File: src/rtl/mealy_pkg.sv
// Shared types and constants for the Mealy detector and its serial bit feeder.
package mealy_pkg;

    typedef enum logic [1:0] {
        IDLE  = 2'b00,
        SHIFT = 2'b01,
        DONE  = 2'b10
    } ser_state_t;

    localparam int DEF_WIDTH      = 8;
    localparam int DEF_BIT_PERIOD = 1;

    // Detector state encodings (Gray-style walk A->B->C->D, E off to the side)
    localparam logic [2:0] DET_A = 3'b000;
    localparam logic [2:0] DET_B = 3'b001;
    localparam logic [2:0] DET_C = 3'b011;
    localparam logic [2:0] DET_D = 3'b010;
    localparam logic [2:0] DET_E = 3'b100;

endpackage

File: src/rtl/sync_rise_detect.sv
// Multi-flop synchronizer for a pin-level strobe plus a one-cycle rising-edge pulse.
module sync_rise_detect #(
    parameter int STAGES = 2
) (
    input  logic clk,
    input  logic rst_n,
    input  logic async_in,
    output logic rise
);

    logic [STAGES-1:0] sync;
    logic              level_q;

    always_ff @(posedge clk or negedge rst_n) begin
        if (!rst_n) begin
            sync    <= '0;
            level_q <= 1'b0;
        end else begin
            sync    <= {sync[STAGES-2:0], async_in};
            level_q <= sync[STAGES-1];
        end
    end

    assign rise = sync[STAGES-1] & ~level_q;

endmodule

File: src/rtl/mealy_bit_serializer.sv
// Parallel-to-serial feeder for the detector's x1 input with busy/done handshake.
// Define PARITY_EN to append an even-parity bit after the data bits.
module mealy_bit_serializer
    import mealy_pkg::*;
#(
    parameter int WIDTH       = DEF_WIDTH,
    parameter int SYNC_STAGES = 2,
    parameter int BIT_PERIOD  = DEF_BIT_PERIOD
) (
    input  logic                       clk,
    input  logic                       rst_n,
    input  logic [WIDTH-1:0]           din,
    input  logic                       load,
    input  logic                       msb_first,
    output logic                       bit_out,
    output logic                       bit_valid,
    output logic                       busy,
    output logic                       done,
    output logic [$clog2(WIDTH+1)-1:0] bit_idx
);

    localparam int IW = $clog2(WIDTH+1);
`ifdef PARITY_EN
    localparam int NBITS = WIDTH + 1;
`else
    localparam int NBITS = WIDTH;
`endif

    ser_state_t       state, state_n;
    logic [WIDTH-1:0] shreg, shreg_n;
    logic             msb_q, msb_n;
    logic [7:0]       cnt, cnt_n;
    logic [IW-1:0]    idx_n;
    logic             bit_out_n, bit_valid_n, busy_n, done_n;
    logic             load_rise;
`ifdef PARITY_EN
    logic             par, par_n;
`endif

    sync_rise_detect #(.STAGES(SYNC_STAGES)) u_load_sync (
        .clk      (clk),
        .rst_n    (rst_n),
        .async_in (load),
        .rise     (load_rise)
    );

    always_ff @(posedge clk or negedge rst_n) begin
        if (!rst_n) begin
            state     <= IDLE;
            shreg     <= '0;
            msb_q     <= 1'b0;
            cnt       <= '0;
            bit_idx   <= '0;
            bit_out   <= 1'b0;
            bit_valid <= 1'b0;
            busy      <= 1'b0;
            done      <= 1'b0;
`ifdef PARITY_EN
            par       <= 1'b0;
`endif
        end else begin
            state     <= state_n;
            shreg     <= shreg_n;
            msb_q     <= msb_n;
            cnt       <= cnt_n;
            bit_idx   <= idx_n;
            bit_out   <= bit_out_n;
            bit_valid <= bit_valid_n;
            busy      <= busy_n;
            done      <= done_n;
`ifdef PARITY_EN
            par       <= par_n;
`endif
        end
    end

    // Outputs are computed one cycle ahead so bit_out/bit_valid come straight from flops.
    always_comb begin
        state_n     = state;
        shreg_n     = shreg;
        msb_n       = msb_q;
        cnt_n       = cnt;
        idx_n       = bit_idx;
        bit_out_n   = bit_out;
        bit_valid_n = bit_valid;
        busy_n      = busy;
        done_n      = 1'b0;
`ifdef PARITY_EN
        par_n       = par;
`endif
        case (state)
            IDLE: begin
                if (load_rise) begin
                    state_n     = SHIFT;
                    shreg_n     = din;
                    msb_n       = msb_first;
                    cnt_n       = '0;
                    idx_n       = '0;
                    bit_out_n   = msb_first ? din[WIDTH-1] : din[0];
                    bit_valid_n = 1'b1;
                    busy_n      = 1'b1;
`ifdef PARITY_EN
                    par_n       = ^din;
`endif
                end
            end
            SHIFT: begin
                if (cnt == 8'(BIT_PERIOD-1)) begin
                    cnt_n = '0;
                    if (bit_idx == IW'(NBITS-1)) begin
                        state_n     = DONE;
                        idx_n       = '0;
                        bit_out_n   = 1'b0;
                        bit_valid_n = 1'b0;
                        done_n      = 1'b1;
                    end else begin
                        shreg_n   = msb_q ? (shreg << 1) : (shreg >> 1);
                        idx_n     = bit_idx + IW'(1);
                        bit_out_n = msb_q ? shreg_n[WIDTH-1] : shreg_n[0];
`ifdef PARITY_EN
                        if (bit_idx == IW'(WIDTH-1))
                            bit_out_n = par;
`endif
                    end
                end else begin
                    cnt_n = cnt + 8'd1;
                end
            end
            DONE: begin
                state_n = IDLE;
                busy_n  = 1'b0;
            end
            default: state_n = IDLE;
        endcase
    end

endmodule

File: config.mk
export PLATFORM = sky130hd
export DESIGN_NAME = mealy_bit_serializer
export DESIGN_NICKNAME = d
export VERILOG_FILES = /design/src/rtl/mealy_pkg.sv /design/src/rtl/sync_rise_detect.sv /design/src/rtl/mealy_bit_serializer.sv
export SDC_FILE = /design/constraint.sdc
export NUM_CORES = 1
export LEC_CHECK = 0
export BUFFER_PORTS_ARGS = -buffer_cell sky130_fd_sc_hd__buf_4
export CAP_MARGIN = 20
export CORE_ASPECT_RATIO = 1.5
export CORE_UTILIZATION = 36
export CTS_CLUSTER_SIZE = 12
export DETAILED_ROUTE_END_ITERATION = 16
export PLACE_DENSITY = 0.52
export SYNTH_ARGS = -nofsm -noshare
export SYNTH_HDL_FRONTEND = slang
export SYNTH_SLANG_ARGS = --single-unit
File: constraint.sdc
create_clock -name clk -period 2.6 [get_ports clk]
set_clock_uncertainty 0.1 [all_clocks]
set_input_delay 0.26 -clock clk [delete_from_list [all_inputs] [get_ports clk]]
set_output_delay 0.26 -clock clk [all_outputs]
set_load 0.05 [all_outputs]
==> results.yml, run 1 <==
detailed_routing:
  wl_met1_microns: 1280
  drc: 0
  dr.pass1.iters: 4
  wl_met3_microns: 86
  viasPerCell: 5.33
  finalWirelength_microns: 3130
  drt-initial-drc-count: 19
  highest_layer: "met4"
  vias: 1172
  drt-wirelength-per-cell_microns: 14.2
  antenna_left: 0
  wl_met2_microns: 1690
timing:
  final_max_slew_viol_count: 0
  tightest_slew_ns: 0.499
  hold_violations: 0
  rsz0062_at_grt: "false"
  hold_slack_ns: 0.140
  finalSetupTns_ns: 0
  max_freq_mhz: 485
  period_minus_slack_ns: 2.06
  relSlewSlack: 0.667
  period_share: 0.793
  setup_viol: 0
floorplanning:
  design.die.area_sq_um: 4530
  die_h_microns: 81.9
  ios: 20
  core_area_sq_um: 3990
  die_w_microns: 55.3
  num_rows: 28
  initial_core_util: 0.384
global_route:
  grt_overflow: 0
  grt_start_max_net_pins: 31
  groute.usage.overall: 0.158
  grt_pass1_vias: 1230
  antenna_found_initial: 0
  grt_pass1_wl_microns: 5460
synth:
  yosys.area_share.simple: 0.171
  synth_compound_area_frac: 0.131
  synth_area_sq_um: 1530
  synth_xor_xnor_area_share: 0
  synthFlopType: "dfrtp_1"
  synth_nets: 165
  synth_edf_count: 0
  synth_fa_ha_area_frac: 0.0245
  yosys_register_bits: 30
  syn_inst: 150
  synth_top_family_by_area: "simple AND/OR/NAND/NOR gates"
  muxShareOfSynthArea: 0.137
  synth_cell_types: 35
  postSynthAreaPerCell_sq_um: 10.2
  ys_warn_count: 0
  synth.yosys.seq_area_share: 0.490
  synth-async-reset-ratio: 1.00
power_and_ir_drop:
  p_comb_frac: 0.431
  power_leakage_nw: 0.919
  clkPwrFrac: 0.220
  p_per_area_nw_per_um2: 1130
  p_switching_mw: 0.831
  power.internal_mw: 1.27
  switching_share: 0.395
  seqPwrFrac: 0.349
  ir_worst_vdd_uv: 825
  p_total_mw: 2.10
final_layout:
  drive_above_1_share: 0.223
  multi_input_area_sq_um: 711
  syn_to_final_growth_pct: 21.0
  fin_cells: 220
  layout.nets: 189
  antennaDiodeCount: 0
  fillCellCount: 394
  regArea_sq_um: 751
worst_setup_path:
  crit_type: "register to register"
  arrival_ns: 2.14
  crit_path_end_kind: "register"
  critPathMaxFanout: 12
  crit_required_ns: 2.67
  worst_setup_path_start_kind: "register"
cts:
  path_clk_slew_ns: 0.07
  ctsResizeCount: 0
  htree_levels: 2
  cts.sinks: 30
  cts_buffers: 5
  clkLatencyLatePin_ns: 0.28
  clock-root-buffer: "clkbuf_8"
  clk_path_buf_depth: 2
  cts_tree: "done"
worst_hold_path:
  min_path_type: "input port to register"
placement:
  place_congestion: 0.860
  dp.cells: 210
  hpwl_microns: 2310
  port_buffers: 19
status:
  status: "finished clean"
run:
  max-cap-violations: 0
[cells in the mapped netlist, types with 2 or more instances]
cell type,number,share of area
a21o_1,2,0.0098
a21oi_1,10,0.033
a22o_1,2,0.011
buf_2,3,0.0098
clkbuf_1,4,0.0098
dfrtp_1,30,0.49
ha_1,3,0.024
inv_1,11,0.027
mux2_2,4,0.029
mux2i_1,15,0.098
nand2_1,12,0.029
nand3_1,7,0.023
nand3b_1,2,0.0098
nor2_1,11,0.027
nor2b_1,3,0.012
nor3_1,2,0.0065
o21ai_0,9,0.029
o31ai_1,3,0.015
[per-stage QoR]
stage	area [sq um]	utilization	worst slack (ns)
CTS	1850	0.464	0.538
global route	1850	0.464	0.349
finish	1850	0.464	0.539
global placement	1720	0.432	0.615
detailed placement	1720	0.432	0.559
floorplan	1530	-	0.559
[repair_timing]
item / CTS / global route
endpoints found under the hold margin: 31 / 0
buffers inserted: 0 / 0
hold buffers: 2 / 0
[cells in the final DEF, fill, tap and decap left out, drive strengths merged, types with 2 or more instances in the layout]
| cell type | Yosys | routed |
|---|---|---|
| a21o | 2 | 2 |
| inv | 11 | 11 |
| nand3 | 7 | 7 |
| nor4b | 2 | 2 |
| mux2 | 5 | 5 |
| ha | 3 | 3 |
| a21oi | 11 | 11 |
| nor2b | 3 | 3 |
| dlygate4sd3 | 0 | 2 |
| nand3b | 2 | 2 |
| o31ai | 3 | 3 |
| a22o | 2 | 2 |
| o21ai | 10 | 10 |
| mux2i | 15 | 15 |
| nor2 | 11 | 11 |
| clkbuf | 4 | 6 |
| dfrtp | 30 | 30 |
| nor3 | 3 | 3 |
| nand2 | 13 | 13 |
| buf | 3 | 22 |
[kinds of logic (layout without fill, tap and decap cells)]
logic type	Yosys count	after routing
simple gates	48	48
compound gates	31	31
flops	30	30
mux	20	20
buf+inv	18	43
fa+ha+maj	3	3
[cell type report]
type,count,share of cell area
inverter,11,0.0223
clock buffer,6,0.0391
clock inverter,2,0.0202
multi-input combinational,102,0.383
sequential,30,0.405
timing repair buffer,24,0.0999
tap,45,0.0304
[registers in the layout (all words and copies together) (netlist names)]
name,count
cnt,8
bit_valid,1
shreg,8
state,2
msb_q,1
bit_idx,4
u_load_sync.sync,2
bit_out,1
u_load_sync.level_q,1
busy,1
done,1
[final timing paths]
path                                       endpoint  slack [ns]  cells after the start                 from
worst min register to register  u_load_sync.sync[1]        0.26                      0  u_load_sync.sync[0]
worst max-delay path                        bit_out        0.54                      6               cnt[0]
max in group asynchronous                bit_idx[1]        1.77                      2                rst_n
min in group asynchronous                    cnt[0]        0.34                      2                rst_n
worst max register to register              bit_out        0.54                      6               cnt[0]
worst min-delay path                          msb_q        0.14                      2            msb_first
[metal layers]
layer,GRT usage,up-vias
li1,-,568
met1,0.165,572
met2,0.292,24
met3,0.0378,8
met4,0.0900,0
met5,0,-
[worst max-delay path: stages, from the launching register on]
cell     delay (ns)
dfrtp_1        0.43
inv_1          0.06
ha_1           0.19
nor4b_4        0.14
a21oi_2        0.43
or2_1          0.28
mux2_4         0.31
[power groups by stage]
stage	Clock (mW)	Combinational (mW)	Sequential, mW
6_report	0.463	0.906	0.735
5_1_grt	0.497	1.00	0.758
4_1_cts	0.480	0.921	0.737
3_5_place_dp	0	0.918	0.744
3_3_place_gp	0	0.913	0.745
2_1_floorplan	0	0.556	0.854
Note: power is estimated with default switching activity, not from simulation.
==> run 2: changes to the inputs <==
clock period = 1.9 ns   (was 2.6 ns; I/O delays follow)
==> run 2 against run 1 <==
Net effect:
- register-to-register slack worse by 0.43 ns
- wire length increased by 9.6%
- flip-flop and latch count unchanged
==> results.yml, run 2 (synthesis gave the netlist of run 1 again) <==
cts:
  htree_levels: 2
  cts_tree: "done"
  cts.sinks: 30
  cts_buffers: 5
  clk_path_buf_depth: 2
  clkLatencyLatePin_ns: 0.29
  clock-root-buffer: "clkbuf_8"
  path_clk_slew_ns: 0.07
timing:
  final_max_slew_viol_count: 0
  period_minus_slack_ns: 1.79
  relSlewSlack: 0.738
  max_freq_mhz: 558
  period_share: 0.943
  setup_slack_ns: 0.108
  hold_violations: 0
  setup_viol: 0
  tightest_slew_ns: 0.392
  hold_slack_ns: 0.0607
final_layout:
  fin_cells: 230
  syn_to_final_growth_pct: 25.6
  final_cell_mix: "31 x buf_4, 28 x dfrtp_1, 15 x mux2i_1"
  final_common_cell: "buf_4"
  top_regs: "cnt x8, shreg x8, bit_idx x4"
  fillCellCount: 401
  drive_above_1_share: 0.292
  antennaDiodeCount: 0
  layout.nets: 199
  fin_util: 0.482
global_route:
  grt_start_max_net_pins: 31
  antenna_found_initial: 0
  grt_pass1_vias: 1291
  grt_pass1_wl_microns: 5960
  grt_overflow: 0
  groute.usage.overall: 0.173
worst_setup_path:
  crit_type: "register to register"
  reg2regPathDepth: 6
  worst_setup_path_start_kind: "register"
  critPathMaxFanout: 4
  rrSetupSlack_ns: 0.11
  timing.rr.start: "cnt[0]"
  crit_path_end_kind: "register"
  crit_required_ns: 1.97
  arrival_ns: 1.86
  r2r-end: "shreg[7]"
placement:
  port_buffers: 19
  hpwl_microns: 2550
  dp.cells: 217
  dp_slack_ns: 0.0924
  place_congestion: 0.742
floorplanning:
  ios: 20
  initial_core_util: 0.384
  die_h_microns: 81.9
  die_w_microns: 55.3
  num_rows: 28
  core_area_sq_um: 3990
  design.die.area_sq_um: 4530
power_and_ir_drop:
  ir_worst_vdd_uv: 848
  p_per_area_nw_per_um2: 1500
  power_leakage_nw: 0.961
detailed_routing:
  vias: 1205
  dr.pass1.iters: 4
  drt-wirelength-per-cell_microns: 14.9
  viasPerCell: 5.24
  antenna_left: 0
  drt-initial-drc-count: 32
  finalWirelength_microns: 3420
  drc: 0
worst_hold_path:
  min-delay-start: "msb_first"
  hold_depth: 2
  min_path_type: "input port to register"
  hold_end: "msb_q"
run:
  max-cap-violations: 0
status:
  status: "finished clean"
run 2: timing repair:
item / in CTS / in global routing
endpoints found under the setup margin: 0 / 9
gates resized for setup: 0 / 1
setup buffers: 0 / 3
endpoints found under the hold margin: 31 / 0
hold buffers: 2 / 0
run 2: cell type report:
cell class | instances | area, sq um | share of cell area
Multi-Input combinational cell | 102 | 716 | 0.372
Tap cell | 45 | 56.3 | 0.0292
Clock buffer | 6 | 82.6 | 0.0429
Timing Repair Buffer | 34 | 264 | 0.137
Inverter | 11 | 41.3 | 0.0214
Sequential cell | 30 | 753 | 0.391
Clock inverter | 2 | 12.5 | 0.00650
run 2: worst max-delay path, cell delays in order, from the launching register on:
cell and delay, ns:
dfrtp_1 0.38, inv_1 0.06, ha_1 0.14, nor4b_4 0.27, nand2_2 0.14, o21ai_4 0.24, mux2_2 0.36
run 2: routing by layer:
layer	track usage	vias up	routed length, microns
met2	0.337	20	1970
li1	-	590	-
met4	0.0925	0	83
met3	0.0409	9	122
met1	0.166	586	1250
met5	0	-	0
run 2: through the flow:
step                 TNS, ns  power [mW]  area (sq um)
floorplan                  0        1.95          1540
global placement           0        2.31          1780
detailed placement         0        2.34          1780
CTS                        0        2.90          1900
global route        -0.00437        3.10          1930
finish                     0        2.88          1930
run 2: worst max-delay path by stage:
stage               end  startpoint  cells after the start  slack, ns
6_report       shreg[7]      cnt[0]                      6       0.11
3_3_place_gp    bit_out      cnt[0]                      6       0.13
2_1_floorplan  shreg[0]  bit_idx[0]                      5       0.02
3_5_place_dp   shreg[2]      cnt[0]                      7       0.09
5_1_grt        shreg[2]      cnt[0]                      7     -0.004
4_1_cts        shreg[2]      cnt[0]                      7       0.07
run 2: where the power goes:
group          internal [mW]  total (mW)  switching, mW  leakage, nW
combinational          0.586        1.35          0.767        0.533
clock                  0.291       0.549          0.258       0.0472
sequential             0.823       0.981          0.158        0.380
